<file path="src/rtl/uart_tx_pkg.sv">
// Shared definitions for the UART transmit path: feeder FSM encodings and payload default.
package uart_tx_pkg;

    localparam int unsigned DefaultDataSize = 8;

    typedef enum logic [1:0] {
        StIdle,
        StLaunch,
        StWaitAck,
        StWaitDone
    } feeder_state_e;

    // Timeout counter value on the third consecutive idle cycle in WAIT_ACK
    localparam logic [1:0] AckTimeout = 2'd2;

endpackage

</file>
<file path="src/rtl/uart_tx_fifo.sv">
// Circular word store for the TX feeder: storage, wrapping pointers, occupancy and overflow flag.
module uart_tx_fifo import uart_tx_pkg::*; #(
    parameter int unsigned DATA_SIZE = DefaultDataSize,
    parameter int unsigned DEPTH     = 8,
    localparam int unsigned PtrW     = $clog2(DEPTH),
    localparam int unsigned CntW     = $clog2(DEPTH) + 1
) (
    input  logic                 CLK_FSM,
    input  logic                 RST_FSM,
    input  logic                 wr_en,
    input  logic [DATA_SIZE-1:0] wr_data,
    input  logic                 pop,
    input  logic                 clr_ovf,
    output logic                 full,
    output logic                 empty,
    output logic [CntW-1:0]      count,
    output logic                 ovf,
    output logic [DATA_SIZE-1:0] head
);

    localparam logic [CntW-1:0] FullCount = CntW'(DEPTH);

    logic [DATA_SIZE-1:0] mem_q [DEPTH];
    logic [PtrW-1:0]      wr_ptr_q, rd_ptr_q;
    logic [CntW-1:0]      count_q, count_d;
    logic                 full_q, empty_q, ovf_q, ovf_d;
    logic                 wr_accept, wr_drop, pop_ok;

    // A full FIFO drops the write even when a pop frees a slot on the same edge
    assign wr_accept = wr_en & ~full_q;
    assign wr_drop   = wr_en & full_q;
    assign pop_ok    = pop & ~empty_q;

    always_comb begin
        count_d = count_q;
        case ({wr_accept, pop_ok})
            2'b10:   count_d = count_q + CntW'(1);
            2'b01:   count_d = count_q - CntW'(1);
            default: count_d = count_q;
        endcase
    end

    always_comb begin
        ovf_d = ovf_q;
        if (clr_ovf) begin
            ovf_d = 1'b0;
        end
        if (wr_drop) begin
            ovf_d = 1'b1;
        end
    end

    always_ff @(posedge CLK_FSM or negedge RST_FSM) begin
        if (!RST_FSM) begin
            wr_ptr_q <= '0;
            rd_ptr_q <= '0;
            count_q  <= '0;
            full_q   <= 1'b0;
            empty_q  <= 1'b1;
            ovf_q    <= 1'b0;
        end else begin
            if (wr_accept) begin
                wr_ptr_q <= wr_ptr_q + PtrW'(1);
            end
            if (pop_ok) begin
                rd_ptr_q <= rd_ptr_q + PtrW'(1);
            end
            count_q <= count_d;
            full_q  <= (count_d == FullCount);
            empty_q <= (count_d == '0);
            ovf_q   <= ovf_d;
        end
    end

    always_ff @(posedge CLK_FSM) begin
        if (wr_accept) begin
            mem_q[wr_ptr_q] <= wr_data;
        end
    end

    assign full  = full_q;
    assign empty = empty_q;
    assign count = count_q;
    assign ovf   = ovf_q;
    assign head  = mem_q[rd_ptr_q];

endmodule

</file>
<file path="src/rtl/uart_tx_feeder.sv">
// Buffers host words and hands them one at a time to the UART TX FSM with a launch strobe,
// relaunching a word the TX never acknowledged.
module uart_tx_feeder import uart_tx_pkg::*; #(
    parameter int unsigned DATA_SIZE = DefaultDataSize,
    parameter int unsigned DEPTH     = 8,
    localparam int unsigned CntW     = $clog2(DEPTH) + 1
) (
    input  logic                 CLK_FSM,
    input  logic                 RST_FSM,
    input  logic                 WR_EN,
    input  logic [DATA_SIZE-1:0] WR_DATA,
    input  logic                 CLR_OVF,
    input  logic                 TX_BUSY,
    output logic                 FULL,
    output logic                 EMPTY,
    output logic [CntW-1:0]      COUNT,
    output logic                 OVF,
    output logic [DATA_SIZE-1:0] P_DATA,
    output logic                 DATA_VALID
);

    feeder_state_e        state_q, state_d;
    logic [1:0]           tmo_q, tmo_d;
    logic                 dv_q, dv_d;
    logic [DATA_SIZE-1:0] pdata_q, pdata_d;
    logic [DATA_SIZE-1:0] head;
    logic                 pop;

    uart_tx_fifo #(
        .DATA_SIZE (DATA_SIZE),
        .DEPTH     (DEPTH)
    ) u_fifo (
        .CLK_FSM (CLK_FSM),
        .RST_FSM (RST_FSM),
        .wr_en   (WR_EN),
        .wr_data (WR_DATA),
        .pop     (pop),
        .clr_ovf (CLR_OVF),
        .full    (FULL),
        .empty   (EMPTY),
        .count   (COUNT),
        .ovf     (OVF),
        .head    (head)
    );

    always_comb begin
        state_d = state_q;
        tmo_d   = tmo_q;
        dv_d    = 1'b0;
        pdata_d = pdata_q;
        pop     = 1'b0;
        case (state_q)
            StIdle: begin
                if (!EMPTY && !TX_BUSY) begin
                    state_d = StLaunch;
                    dv_d    = 1'b1;
                    pdata_d = head;
                end
            end
            StLaunch: begin
                state_d = StWaitAck;
                tmo_d   = '0;
            end
            StWaitAck: begin
                // The word is only retired once the TX shows it took it
                if (TX_BUSY) begin
                    pop     = 1'b1;
                    state_d = StWaitDone;
                end else if (tmo_q == AckTimeout) begin
                    state_d = StIdle;
                end else begin
                    tmo_d = tmo_q + 2'd1;
                end
            end
            StWaitDone: begin
                if (!TX_BUSY) begin
                    state_d = StIdle;
                end
            end
            default: state_d = StIdle;
        endcase
    end

    always_ff @(posedge CLK_FSM or negedge RST_FSM) begin
        if (!RST_FSM) begin
            state_q <= StIdle;
            tmo_q   <= '0;
            dv_q    <= 1'b0;
            pdata_q <= '0;
        end else begin
            state_q <= state_d;
            tmo_q   <= tmo_d;
            dv_q    <= dv_d;
            pdata_q <= pdata_d;
        end
    end

    assign DATA_VALID = dv_q;
    assign P_DATA     = pdata_q;

endmodule

</file>
<file path="config.mk">
export PLATFORM = sky130hd
export DESIGN_NAME = uart_tx_feeder
export DESIGN_NICKNAME = d
export VERILOG_FILES = /design/src/rtl/uart_tx_pkg.sv /design/src/rtl/uart_tx_fifo.sv /design/src/rtl/uart_tx_feeder.sv
export SDC_FILE = /design/constraint.sdc
export NUM_CORES = 1
export LEC_CHECK = 0
export ABC_AREA = 1
export CAP_MARGIN = 40
export CORE_MARGIN = 5
export CORE_UTILIZATION = 40
export CTS_BUF_LIST = sky130_fd_sc_hd__clkbuf_8
export CTS_CLUSTER_SIZE = 24
export DETAILED_ROUTE_END_ITERATION = 8
export GPL_TIMING_DRIVEN = 1
export SLEW_MARGIN = 10
export SYNTH_ARGS = -nofsm -noshare
export SYNTH_HDL_FRONTEND = slang
export SYNTH_SLANG_ARGS = --single-unit
</file>
<file path="constraint.sdc">
create_clock -name CLK_FSM -period 2.71 [get_ports CLK_FSM]
set_clock_uncertainty 0.15 [all_clocks]
set_input_delay 0.813 -clock CLK_FSM [delete_from_list [all_inputs] [get_ports CLK_FSM]]
set_output_delay 0.813 -clock CLK_FSM [all_outputs]
set_load 0.02 [all_outputs]
</file>
# Yosys cells after proc, flatten, opt, wreduce, memory -nomap -nowiden
# Memory sizes are Yosys's and may differ from the RTL's. A register that Yosys moved wholly into a read port is not among the register bits.
# Cells that the tools add are included.
word_totals:
  regBits: 18
  ramBits: 64
  out_inout_bits: 16
  word_cells: 60
  memories: 1
classes:
  n_addsub: 5
  n_eq_ne: 12
  muxes: 17
  bitwise_logic: 5
  reduce_logical: 11
mem_list:
  columns: ["name", "words", "width", "read_ports", "rd_ports_with_merged_regs", "wr", "line_no", "rtl"]
  rows:
  - ["u_fifo.mem_q", 8, 8, 1, 1, 1, "uart_tx_fifo.sv:23", "logic [DATA_SIZE-1:0] mem_q [DEPTH];"]
op_table:
  columns: ["cell", "count"]
  rows:
  - ["2-to-1 mux 2 bit", 6]
  - ["equality test 2 bit (second input constant)", 4]
  - ["2-to-1 mux 1 bit", 8]
  - ["inequality test 2 bit (second input constant)", 4]
  - ["case mux 2 bit (4 select lines)", 1]
  - ["case mux 4 bit (2 select lines)", 1]
  - ["adder 3 x 1 -> 3 bit (second input constant)", 2]
  - ["AND reduction 3 bit", 2]
  - ["adder 4 x 1 -> 4 bit (second input constant)", 1]
  - ["equality test 2 x 1 -> 1 bit (second input constant)", 2]
  - ["equality test 4 bit (second input constant)", 1]
  - ["zero test 4 bit", 1]
  - ["case mux 2 bit (2 select lines)", 1]
  - ["nonzero test 2 bit", 2]
  - ["subtractor 4 x 1 -> 4 bit (second input constant)", 1]
  - ["AND 1 bit", 3]
  - ["zero test 1 bit", 3]
  - ["inequality test 3 bit (second input constant)", 1]
  - ["adder 2 x 1 -> 2 bit (second input constant)", 1]
  - ["zero test 2 bit", 1]
  - ["NOT 1 bit", 2]
  - ["AND reduction 2 bit", 1]
  - ["logical AND 1 bit", 1]

# Depth between registers and ports, before layout
# Gate-level depths: netlist (run 1).
depth:
  word_depth: 6
  ltp_mapped: 16
  ltp_nobuf: 16

# By module
# Synthesis (run 1) repeated with hierarchy kept, for this count alone.
hier_totals:
  hier_cells: 342
  area_unflattened_um2: 3816.2
modules_own_cells:
  columns: ["module", "n_inst", "cells_each", "area_per_inst_um2", "seq_area_each_um2"]
  rows:
  - ["uart_tx_fifo", 1, 276, 3245.6, 2248.4]
  - ["uart_tx_feeder", 1, 66, 570.5, 325.3]

# Worst setup path before layout (run 1)
# Ideal clock, no wire load.
synth_path:
  path_kind: "input -> register"
  startpoint: "input port WR_EN"
  endpoint: "register u_fifo.full_q, in the netlist u_fifo.full"
  setup_time_ns: 0.077
  arrival_ns: 2.154
  t_required_ns: 2.483
  slack_ns: 0.328
  stages: 13
  cell_sequence: "inv_1 nor2_2 inv_1 ha_1 nor2_1 nor2_2 ha_1 a21oi_1 or2_0 nand2_1 nand2_1 nand2_1 a21oi_1"
synth_between:
  elab_chain_cells: 4
  word_cells_on_any_way: 5
  cone_classes: "eq/ne: 3; mux: 1; bitwise: 1"
synth_lines:
  columns: ["item", "line_no", "rtl"]
  rows:
  - ["start: declaration", "uart_tx_feeder.sv:10", "input logic WR_EN,"]
  - ["AND 1 bit *", "uart_tx_fifo.sv:30", "assign wr_accept = wr_en & ~full_q;"]
  - ["equality test 2 x 1 -> 1 bit / equality test 2 bit (equally long branches)", "uart_tx_fifo.sv:36", "case ({wr_accept, pop_ok})"]
  - ["case mux 4 bit (2 select lines) *", "uart_tx_fifo.sv:36", null]
  - ["equality test 4 bit *", "uart_tx_fifo.sv:69", "full_q <= (count_d == FullCount);"]
  - ["end signal: assignment", "uart_tx_fifo.sv:69", null]
  - ["end: declaration", "uart_tx_fifo.sv:26", "logic full_q, empty_q, ovf_q, ovf_d;"]
# Every way passes the cells marked *; elsewhere a longest branch is shown, timed or not.
# A chain may end at the register's enable or synchronous reset.

# Worst setup path after layout (run 1)
layout_path:
  startpoint: "input port TX_BUSY"
  endpoint: "register u_fifo.full_q, in the netlist u_fifo.full"
layout_between:
  elab_chain_cells: 6
  word_cells_on_any_way: 7
  cone_classes: "eq/ne: 3; mux: 3; bitwise: 1"
layout_lines:
  columns: ["item", "line_no", "rtl"]
  rows:
  - ["start: declaration", "uart_tx_feeder.sv:13", "input logic TX_BUSY,"]
  - ["2-to-1 mux 1 bit *", "uart_tx_feeder.sv:66", "if (TX_BUSY) begin"]
  - ["2-to-1 mux 1 bit *", "uart_tx_feeder.sv:52", "case (state_q)"]
  - ["AND 1 bit *", "uart_tx_fifo.sv:32", "assign pop_ok = pop & ~empty_q;"]
  - ["equality test 2 x 1 -> 1 bit / equality test 2 bit (equally long branches)", "uart_tx_fifo.sv:36", null]
  - ["case mux 4 bit (2 select lines) *", "uart_tx_fifo.sv:36", null]
  - ["equality test 4 bit *", "uart_tx_fifo.sv:69", null]
# Marks and branches as above.

==> results of run 1 <==
## cells by family after synthesis
family	count (synthesis)	share of synthesized area, %
DFF	90	69.61
adders and majority gates	6	2.030
and+or+nand+nor	130	14.15
AOI/OAI and AO/OA	60	9.306
buffers and inverters	32	3.722
xor gates and xnor gates	5	1.185
## final timing paths
path | start | end | slack [ns]
worst max-delay path | TX_BUSY | u_fifo.full | 0.15
worst min-delay path | P_DATA[4] | P_DATA[4] | 0.33
worst max register to register | state_q[0] | u_fifo.full | 0.57
worst min register to register | P_DATA[4] | P_DATA[4] | 0.33
max in group asynchronous | RST_FSM | u_fifo.empty | 1.45
min in group asynchronous | RST_FSM | u_fifo.wr_ptr_q[1] | 0.66
## state kept, by name, summed over array words and instances (netlist names)
| register | cells |
|---|---|
| state_q | 2 |
| u_fifo.count | 4 |
| P_DATA | 8 |
| u_fifo.full | 1 |
| u_fifo.empty | 1 |
| u_fifo.wr_ptr_q | 3 |
| u_fifo.rd_ptr_q | 3 |
| tmo_q | 2 |
| u_fifo.mem_q | 64 |
| u_fifo.ovf | 1 |
| DATA_VALID | 1 |
## per-stage QoR
stage               utilization [%]  std cells  area [um^2]  TNS [ns]
finish                        48.98        489         4462         0
global route                  48.98        489         4462         0
CTS                           48.78        489         4443         0
detailed placement            46.32        473         4219   -0.9198
global placement              46.32        473         4219   -0.5602
floorplan                         -        323         3697         0
## layout make-up
class | count | area (um^2) | area share, %
Multi-Input combinational cell | 201 | 1005 | 22.52
Clock inverter | 7 | 100.1 | 2.243
Inverter | 22 | 82.58 | 1.851
Timing Repair Buffer | 49 | 437.9 | 9.815
Clock buffer | 9 | 123.9 | 2.776
Tap cell | 111 | 138.9 | 3.113
Sequential cell | 90 | 2574 | 57.68
## layout by cell type, fill, tap and decap left out, types with 2 or more instances in the layout
| cell | n |
|---|---|
| sky130_fd_sc_hd__xnor2_1 | 2 |
| sky130_fd_sc_hd__inv_1 | 17 |
| sky130_fd_sc_hd__ha_1 | 5 |
| sky130_fd_sc_hd__o21ai_0 | 21 |
| sky130_fd_sc_hd__xor2_1 | 3 |
| sky130_fd_sc_hd__inv_6 | 2 |
| sky130_fd_sc_hd__clkdlybuf4s50_1 | 28 |
| sky130_fd_sc_hd__o21ai_1 | 19 |
| sky130_fd_sc_hd__nor2_2 | 3 |
| sky130_fd_sc_hd__inv_2 | 5 |
| sky130_fd_sc_hd__bufinv_16 | 2 |
| sky130_fd_sc_hd__edfxtp_1 | 64 |
| sky130_fd_sc_hd__o211ai_1 | 16 |
| sky130_fd_sc_hd__nand3_1 | 14 |
| sky130_fd_sc_hd__nand2_1 | 47 |
| sky130_fd_sc_hd__a21oi_1 | 2 |
| sky130_fd_sc_hd__nor2_1 | 60 |
| sky130_fd_sc_hd__dfrtp_1 | 25 |
| sky130_fd_sc_hd__clkbuf_8 | 9 |
| sky130_fd_sc_hd__buf_4 | 21 |
## power by group through the flow
| stage | clock network, mW | logic [mW] | registers (mW) |
|---|---|---|---|
| floorplan | 0 | 1.06 | 2.11 |
| global placement | 0 | 1.78 | 2.01 |
| detailed placement | 0 | 1.81 | 2.02 |
| CTS | 1.05 | 1.82 | 1.99 |
| global route | 1.12 | 2.04 | 2.03 |
| finish | 1.02 | 1.80 | 1.99 |
## timing repair
| action | in CTS | in global routing |
|---|---|---|
| buffers inserted | 0 | 0 |
| resized for setup | 0 | 6 |
| endpoints found under the setup margin | 0 | 3 |
## worst max-delay path, stage by stage
cell and delay, ns:
sky130_fd_sc_hd__clkdlybuf4s50_1 0.49, sky130_fd_sc_hd__inv_2 0.06, sky130_fd_sc_hd__nor2_4 0.11, sky130_fd_sc_hd__nand2_2 0.07, sky130_fd_sc_hd__inv_2 0.06, sky130_fd_sc_hd__ha_2 0.19
sky130_fd_sc_hd__nor2_1 0.06, sky130_fd_sc_hd__nor2_2 0.12, sky130_fd_sc_hd__ha_1 0.17, sky130_fd_sc_hd__a21oi_2 0.04, sky130_fd_sc_hd__or2_0 0.22, sky130_fd_sc_hd__nand2_1 0.06
sky130_fd_sc_hd__nand2_1 0.06, sky130_fd_sc_hd__nand2_1 0.09, sky130_fd_sc_hd__a21oi_1 0.05
## routing by layer
layer	vias to the layer above	share of wire (%)	track usage, %
li1	1217	-	-
met1	1161	45	18.81
met2	49	49	22.40
met3	4	5.1	3.461
met4	0	0.88	4.810
met5	-	0	0
==> flow_summary.json, run 1 <==
{
  "asyncSetResetFlopFracSynth_pct": 28.89,
  "number_of_antenna_violations_at_the_first_check_in_global_routing": 0,
  "syn_area_per_cell_um2": 11.45,
  "cts_max_path_buffers": 2,
  "drv_slew": 0,
  "routedWlPerCell_um": 15.11,
  "synthTopCellsByArea": "sky130_fd_sc_hd__edfxtp_1 52%, sky130_fd_sc_hd__dfrtp_1 17%, sky130_fd_sc_hd__nor2_1 6.3%",
  "rsz0062_at_grt": "false",
  "antenna_cells_inserted": 0,
  "numClockSinks": 90,
  "floorplan.initialDensity_pct": 40.59,
  "max-cap-violations": 0,
  "drt_first_pass_iters": 5,
  "path_max_fanout": 4,
  "cts-root-buf": "sky130_fd_sc_hd__clkbuf_8",
  "yosys.cell_types.count": 24,
  "grt_first_pass_wirelength_mm": 12.01,
  "clock_power_share_pct": 21.2,
  "register_to_register_path_depth": 15,
  "route.detailed.drc": 0,
  "synthFlopType": "sky130_fd_sc_hd__edfxtp_1",
  "synth_top_cell_by_area": "sky130_fd_sc_hd__edfxtp_1",
  "post-layout-total-power_mw": 4.822,
  "h_tree_level_count": 3,
  "powerDensity_mw_per_mm2": 1081,
  "fin_worst_hold_slack_ns": 0.3317,
  "sort_of_element_at_the_end_of_the_critical_path": "register",
  "synthesis.instances": 323,
  "antenna_violating_nets_post_route": 0,
  "outcome": "finished, final reports clean",
  "static_power_due_to_leakage_nw": 1.725,
  "die-area_mm2": 0.01127,
  "ctsHoldBuffers": 0,
  "cts_tree": "built",
  "synth-seq-cells": 90,
  "arrival_ns": 2.66,
  "fp.dieW_um": 106.1,
  "syn-cell-area_mm2": 0.003697,
  "detailedPlacementHpwl_mm": 4.783,
  "filler_cell_count": 828,
  "power.switching_fraction_pct": 36.85,
  "drive_above_1_share_pct": 13.23,
  "global_route.usage.total_pct": 14.06,
  "synth_seq_area_share_pct": 69.61,
  "pre_cts_ws_ns": -0.2708,
  "synth_top_cells_by_count": "64 x sky130_fd_sc_hd__edfxtp_1, 62 x sky130_fd_sc_hd__nor2_1, 48 x sky130_fd_sc_hd__nand2_1",
  "die-height_um": 106.1,
  "timing.slew.headroom_pct": 62.00,
  "finalSetupViolations": 0,
  "buffer_ports.inserted": 28,
  "worst_skew_pair.late_latency_ns": 0.35,
  "grt_start_max_net_pins": 35,
  "worstPathRequired_ns": 2.81,
  "number_of_global_route_vias_before_repair": 2355,
  "finalNetCount": 392,
  "gpl.final_weighted_congestion": 0.7736,
  "hold_vio_cnt_final": 0,
  "detail_route.iter0.violations": 126,
  "yosysTopAreaCellShare_pct": 51.98,
  "timing.hold.worst_path_depth": 2,
  "cts_made_buffers": 9,
  "floorplan.rows": 35,
  "setup.worst_path.class": "input port to register",
  "post-route-period-util_pct": 94.46,
  "globalRoute.totalOverflow": 0,
  "vias_per_cell": 4.971,
  "postLayoutSetupSlackWorst_ns": 0.1500,
  "floorplan.io_pins": 29,
  "postRouteWirelength_mm": 7.388,
  "final_period_minus_worst_setup_slack_ns": 2.560,
  "synth_warn": 0,
  "switchingPower_mw": 1.777,
  "cell_internal_pwr_mw": 3.045,
  "achievable-frequency_mhz": 390.6,
  "syn_to_final_growth_pct": 20.68,
  "post-synth-top-count-cell": "sky130_fd_sc_hd__edfxtp_1",
  "worst_setup_path_start_kind": "input port",
  "synth_edf_count": 64,
  "tightestPinTransition_ns": 0.5691,
  "vdd_drop_max_mv": 0.3782,
  "worst_setup_hold_path_clk_slew_ns": 0.09,
  "combPwrFrac_pct": 37.4,
  "placeableCoreArea_mm2": 0.009109,
  "seq_power_share_pct": 41.3,
  "type_of_the_tightest_min_delay_check": "register to register",
  "dr_total_vias": 2431,
  "syn_nets": 342
}
Note: power is estimated with default switching activity, not from simulation.
==> run 2: changes to the inputs <==
--- a/constraint.sdc
+++ b/constraint.sdc
@@ -4,2 +4,2 @@
 set_output_delay 0.813 -clock CLK_FSM [all_outputs]
-set_load 0.02 [all_outputs]
+set_load 0.05 [all_outputs]
==> flow_summary.json, run 2 (same netlist as run 1, synthesis figures left out) <==
{
  "mostFrequentLayoutCells": "64 x sky130_fd_sc_hd__edfxtp_1, 60 x sky130_fd_sc_hd__nor2_1, 47 x sky130_fd_sc_hd__nand2_1",
  "drv_slew": 0,
  "largest_reg_flops": 64,
  "cp_slowest_cell": "sky130_fd_sc_hd__clkdlybuf4s50_1",
  "worst_setup_hold_path_clk_slew_ns": 0.09,
  "hold_vio_cnt_final": 0,
  "sort_of_element_at_the_end_of_the_critical_path": "output pin",
  "fin_util_pct": 48.97,
  "ctsHoldBuffers": 0,
  "critical_path.max_stage_delay_ns": 0.84,
  "registers.top_by_ff_count": "u_fifo.mem_q",
  "grt_first_pass_wirelength_mm": 12.01,
  "clock_power_share_pct": 20.2,
  "post-layout-total-power_mw": 5.060,
  "floorplan.io_pins": 29,
  "achievable-frequency_mhz": 382.6,
  "static_power_due_to_leakage_nw": 1.729,
  "critPathBufInv": 1,
  "grt_start_max_net_pins": 35,
  "outcome": "finished, final reports clean",
  "numClockSinks": 90,
  "worst_skew_pair.late_latency_ns": 0.35,
  "totalNegativeSetupSlack_ns": 0,
  "cts-root-buf": "sky130_fd_sc_hd__clkbuf_8",
  "die-height_um": 106.1,
  "antenna_cells_inserted": 0,
  "number_of_antenna_violations_at_the_first_check_in_global_routing": 0,
  "global_route.usage.total_pct": 14.06,
  "max-cap-violations": 0,
  "antenna_violating_nets_post_route": 0,
  "critical_path_depth": 1,
  "globalRoute.totalOverflow": 0,
  "timing.critical_path.max_delay_family": "buffers and inverters",
  "finalNetCount": 392,
  "cts_max_path_buffers": 2,
  "timing.slew.headroom_pct": 62.00,
  "seq_power_share_pct": 39.4,
  "layout.cells.non_filler": 489,
  "finalSetupViolations": 0,
  "postRouteWirelength_mm": 7.388,
  "cts_made_buffers": 9,
  "cts_tree": "built",
  "buffer_ports.inserted": 28,
  "dp_cells": 473,
  "type_of_the_tightest_min_delay_check": "register to register",
  "switchingPower_mw": 2.018,
  "register_to_register_path_depth": 15,
  "routedWlPerCell_um": 15.11,
  "worst_setup_path_start_kind": "register",
  "die-area_mm2": 0.01127,
  "placeableCoreArea_mm2": 0.009109,
  "dr_total_vias": 2431,
  "vdd_drop_max_mv": 0.4191,
  "combPwrFrac_pct": 40.4,
  "path_max_fanout": 5,
  "h_tree_level_count": 3,
  "route.detailed.drc": 0,
  "vias_per_cell": 4.971,
  "detail_route.iter0.violations": 126,
  "floorplan.rows": 35,
  "syn_to_final_growth_pct": 20.64,
  "tightestPinTransition_ns": 0.5691,
  "drt_first_pass_iters": 5,
  "gpl.final_weighted_congestion": 0.7736,
  "post-route-period-util_pct": 96.44,
  "floorplan.initialDensity_pct": 40.59,
  "setup.worst_path.class": "register to output pin",
  "fp.dieW_um": 106.1,
  "drive_above_1_share_pct": 13.23,
  "cell_internal_pwr_mw": 3.042,
  "worstPathRequired_ns": 1.75,
  "powerDensity_mw_per_mm2": 1134,
  "number_of_global_route_vias_before_repair": 2355,
  "detailedPlacementHpwl_mm": 4.783,
  "final_common_cell": "sky130_fd_sc_hd__edfxtp_1",
  "arrival_ns": 1.65,
  "reg2reg_setup_slack_ns": 0.57,
  "postLayoutCellArea_mm2": 0.004461,
  "rsz0062_at_grt": "false",
  "timing.hold.worst_path_depth": 2,
  "worstPathCellList": "clkdlybuf4s50_1",
  "power.switching_fraction_pct": 39.88,
  "final_period_minus_worst_setup_slack_ns": 2.614,
  "dpl_cell_area_mm2": 0.004219
}
run 2: cell count changes in the layout (fill, tap and decap cells not counted):
cell | previous run | this run
sky130_fd_sc_hd__dlygate4sd2_1 | 0 | 1
sky130_fd_sc_hd__clkdlybuf4s50_1 | 28 | 27
run 2: routing by layer:
layer | wire [um] | up-vias | global-route usage (%)
met5 | 0 | - | 0
met4 | 65 | 0 | 4.810
met3 | 375 | 4 | 3.461
met2 | 3593 | 49 | 22.40
met1 | 3354 | 1161 | 18.81
li1 | - | 1217 | -
run 2: layout make-up:
| cell class | instances | area, um^2 |
|---|---|---|
| Clock buffer | 9 | 123.9 |
| Sequential cell | 90 | 2574 |
| Clock inverter | 7 | 100.1 |
| Multi-Input combinational cell | 201 | 1005 |
| Tap cell | 111 | 138.9 |
| Timing Repair Buffer | 49 | 436.7 |
| Fill cell | 828 | 4648 |
| Inverter | 22 | 82.58 |
run 2: power groups by stage:
stage / Clock (mW) / Sequential (mW) / Combinational (mW)
4_1_cts: 1.05 / 1.99 / 2.06
3_5_place_dp: 0 / 2.02 / 2.05
6_report: 1.02 / 1.99 / 2.04
5_1_grt: 1.12 / 2.03 / 2.28
2_1_floorplan: 0 / 2.35 / 1.06
3_3_place_gp: 0 / 2.01 / 2.02
run 2: what timing repair did:
item	CTS	global route
setup endpoints to repair	1	3
gates resized for setup	1	6
endpoints found under the hold margin	0	0
setup buffers	0	0
run 2: per-stage QoR:
stage | worst slack [ns] | hold WS [ns]
6_report | 0.09649 | 0.3317
5_1_grt | 0.003834 | 0.3622
4_1_cts | 0.08285 | 0.3358
3_5_place_dp | -0.2708 | 0.3156
3_3_place_gp | -0.2208 | 0.3131
2_1_floorplan | 0.3041 | 0.2969
run 2: worst paths after layout:
check,start,end
max,u_fifo.count[1],COUNT[1]
min,P_DATA[4],P_DATA[4]
max reg2reg,state_q[0],u_fifo.full
min reg2reg,P_DATA[4],P_DATA[4]
max in group asynchronous,RST_FSM,u_fifo.empty
min in group asynchronous,RST_FSM,u_fifo.wr_ptr_q[1]
==> run 3: changes to the inputs <==
Settings changed: RECOVER_POWER set to 25.
==> flow_summary.json, run 3 (same netlist as run 1, synthesis figures left out) <==
{
  "drt_first_pass_iters": 5,
  "worst_skew_pair.late_latency_ns": 0.35,
  "cts-root-buf": "sky130_fd_sc_hd__clkbuf_8",
  "worst_setup_hold_path_clk_slew_ns": 0.09,
  "layout.cells.non_filler": 489,
  "critical_path.max_stage_delay_ns": 0.84,
  "gpl.final_weighted_congestion": 0.7736,
  "floorplan.initialDensity_pct": 40.59,
  "register_to_register_path_depth": 15,
  "filler_cell_count": 828,
  "seq_power_share_pct": 39.4,
  "h_tree_level_count": 3,
  "crit_path_end": "COUNT[1]",
  "grt_start_max_net_pins": 35,
  "sort_of_element_at_the_end_of_the_critical_path": "output pin",
  "multi_input_area_mm2": 0.001005,
  "drive_above_1_share_pct": 12.96,
  "die-area_mm2": 0.01127,
  "tightestPinTransition_ns": 1.394,
  "worstPathRequired_ns": 1.75,
  "seq_area_mm2": 0.002574,
  "dr_total_vias": 2439,
  "dp_cells": 473,
  "floorplan.io_pins": 29,
  "finalSetupViolations": 0,
  "global_route.usage.total_pct": 14.06,
  "combPwrFrac_pct": 40.3,
  "final_common_cell": "sky130_fd_sc_hd__edfxtp_1",
  "post-route-period-util_pct": 96.44,
  "fp.dieW_um": 106.1,
  "timing.hold.worst_path_depth": 2,
  "setup.worst_path.class": "register to output pin",
  "achievable-frequency_mhz": 382.6,
  "switchingPower_mw": 2.017,
  "cp_slowest_cell": "sky130_fd_sc_hd__clkdlybuf4s50_1",
  "registers.top_by_ff_count": "u_fifo.mem_q",
  "r2r_end": "u_fifo.full",
  "route.detailed.drc": 0,
  "powerDensity_mw_per_mm2": 1135,
  "largest_reg_flops": 64,
  "path_max_fanout": 5,
  "cts_made_buffers": 9,
  "type_of_the_tightest_min_delay_check": "register to register",
  "clock_power_share_pct": 20.2,
  "detailedPlacementHpwl_mm": 4.783,
  "critPathBufInv": 1,
  "rsz0062_at_grt": "false",
  "buffer_ports.inserted": 28,
  "critical_path_depth": 1,
  "power.switching_fraction_pct": 39.89,
  "cell_internal_pwr_mw": 3.040,
  "syn_to_final_growth_pct": 20.54,
  "vdd_drop_max_mv": 0.4191,
  "drv_slew": 0,
  "reg2reg_setup_slack_ns": 0.57,
  "hold_vio_cnt_final": 0,
  "worstPathCellList": "clkdlybuf4s50_1",
  "floorplan.rows": 35,
  "postRouteWirelength_mm": 7.391,
  "numClockSinks": 90,
  "timing.critical_path.max_delay_family": "buffers and inverters",
  "die-height_um": 106.1,
  "detail_route.iter0.violations": 122,
  "final_period_minus_worst_setup_slack_ns": 2.613,
  "timing.slew.headroom_pct": 7.073,
  "grt_first_pass_wirelength_mm": 12.01,
  "static_power_due_to_leakage_nw": 1.727,
  "finalNetCount": 392,
  "r2r-start": "state_q[0]",
  "globalRoute.totalOverflow": 0,
  "vias_per_cell": 4.988,
  "post-layout-total-power_mw": 5.057,
  "worst_setup_path_start_kind": "register",
  "routedWlPerCell_um": 15.11,
  "number_of_global_route_vias_before_repair": 2355,
  "mostFrequentLayoutCells": "64 x sky130_fd_sc_hd__edfxtp_1, 60 x sky130_fd_sc_hd__nor2_1, 47 x sky130_fd_sc_hd__nand2_1",
  "arrival_ns": 1.65,
  "timing.critical_path.from": "u_fifo.count[1]",
  "number_of_antenna_violations_at_the_first_check_in_global_routing": 0,
  "cts_tree": "built",
  "antenna_violating_nets_post_route": 0,
  "cts_max_path_buffers": 2,
  "antenna_cells_inserted": 0,
  "outcome": "finished, final reports clean",
  "placeableCoreArea_mm2": 0.009109,
  "max-cap-violations": 0
}
[run 3: cell types whose count changed in the layout (fill, tap and decap cells not counted), sizes merged]
cell           delta
dlygate4sd3       +5
clkdlybuf4s50     -5
buf               -1
clkbuf            +1
[run 3: power by group through the flow]
| stage | combinational [mW] | clock [mW] | sequential (mW) |
|---|---|---|---|
| after floorplan | 1.06 | 0 | 2.35 |
| after global placement | 2.02 | 0 | 2.01 |
| after detailed placement | 2.05 | 0 | 2.02 |
| after CTS | 2.06 | 1.05 | 1.99 |
| after global routing | 2.28 | 1.12 | 2.03 |
| final | 2.04 | 1.02 | 1.99 |
[run 3: cell type report]
cell class	count	share of cell area (%)
Timing Repair Buffer	49	9.714
Multi-Input combinational cell	201	22.54
Clock inverter	7	2.246
Tap cell	111	3.116
Clock buffer	9	2.779
Sequential cell	90	57.75
Inverter	22	1.853
[run 3: how the worst min path moves through the flow]
stage,slack [ns],endpoint,start
global placement,0.31,P_DATA[7],P_DATA[7]
detailed placement,0.32,P_DATA[4],P_DATA[4]
CTS,0.34,tmo_q[0],tmo_q[0]
floorplan,0.30,tmo_q[0],tmo_q[0]
global route,0.36,tmo_q[0],tmo_q[0]
finish,0.33,P_DATA[4],P_DATA[4]
[run 3: through the flow]
stage          utilization [%]  setup WS, ns  hold WS, ns  instance area, um^2  TNS [ns]
3_3_place_gp             46.32       -0.2208       0.3131                 4219   -0.5602
4_1_cts                  48.76       0.08285       0.3358                 4442         0
3_5_place_dp             46.32       -0.2708       0.3156                 4219   -0.9198
6_report                 48.93       0.09658       0.3317                 4457         0
2_1_floorplan                -        0.3041       0.2969                 3697         0
5_1_grt                  48.93      0.003834       0.3622                 4457         0
[run 3: per-layer routing]
layer	up-vias	global-route usage (%)	part of all wire (%)
met3	4	3.461	5.1
met2	51	22.40	49
li1	1217	-	-
met4	0	4.810	0.88
met1	1167	18.81	45
met5	-	0	0
[run 3: what timing repair did]
action,4_1_cts,5_1_grt
gates cloned,0,0
pin swaps,0,0
gates resized for setup,1,6
endpoints found under the hold margin,0,0
hold buffers,0,0
setup buffers,0,0
endpoints found under the setup margin,1,3
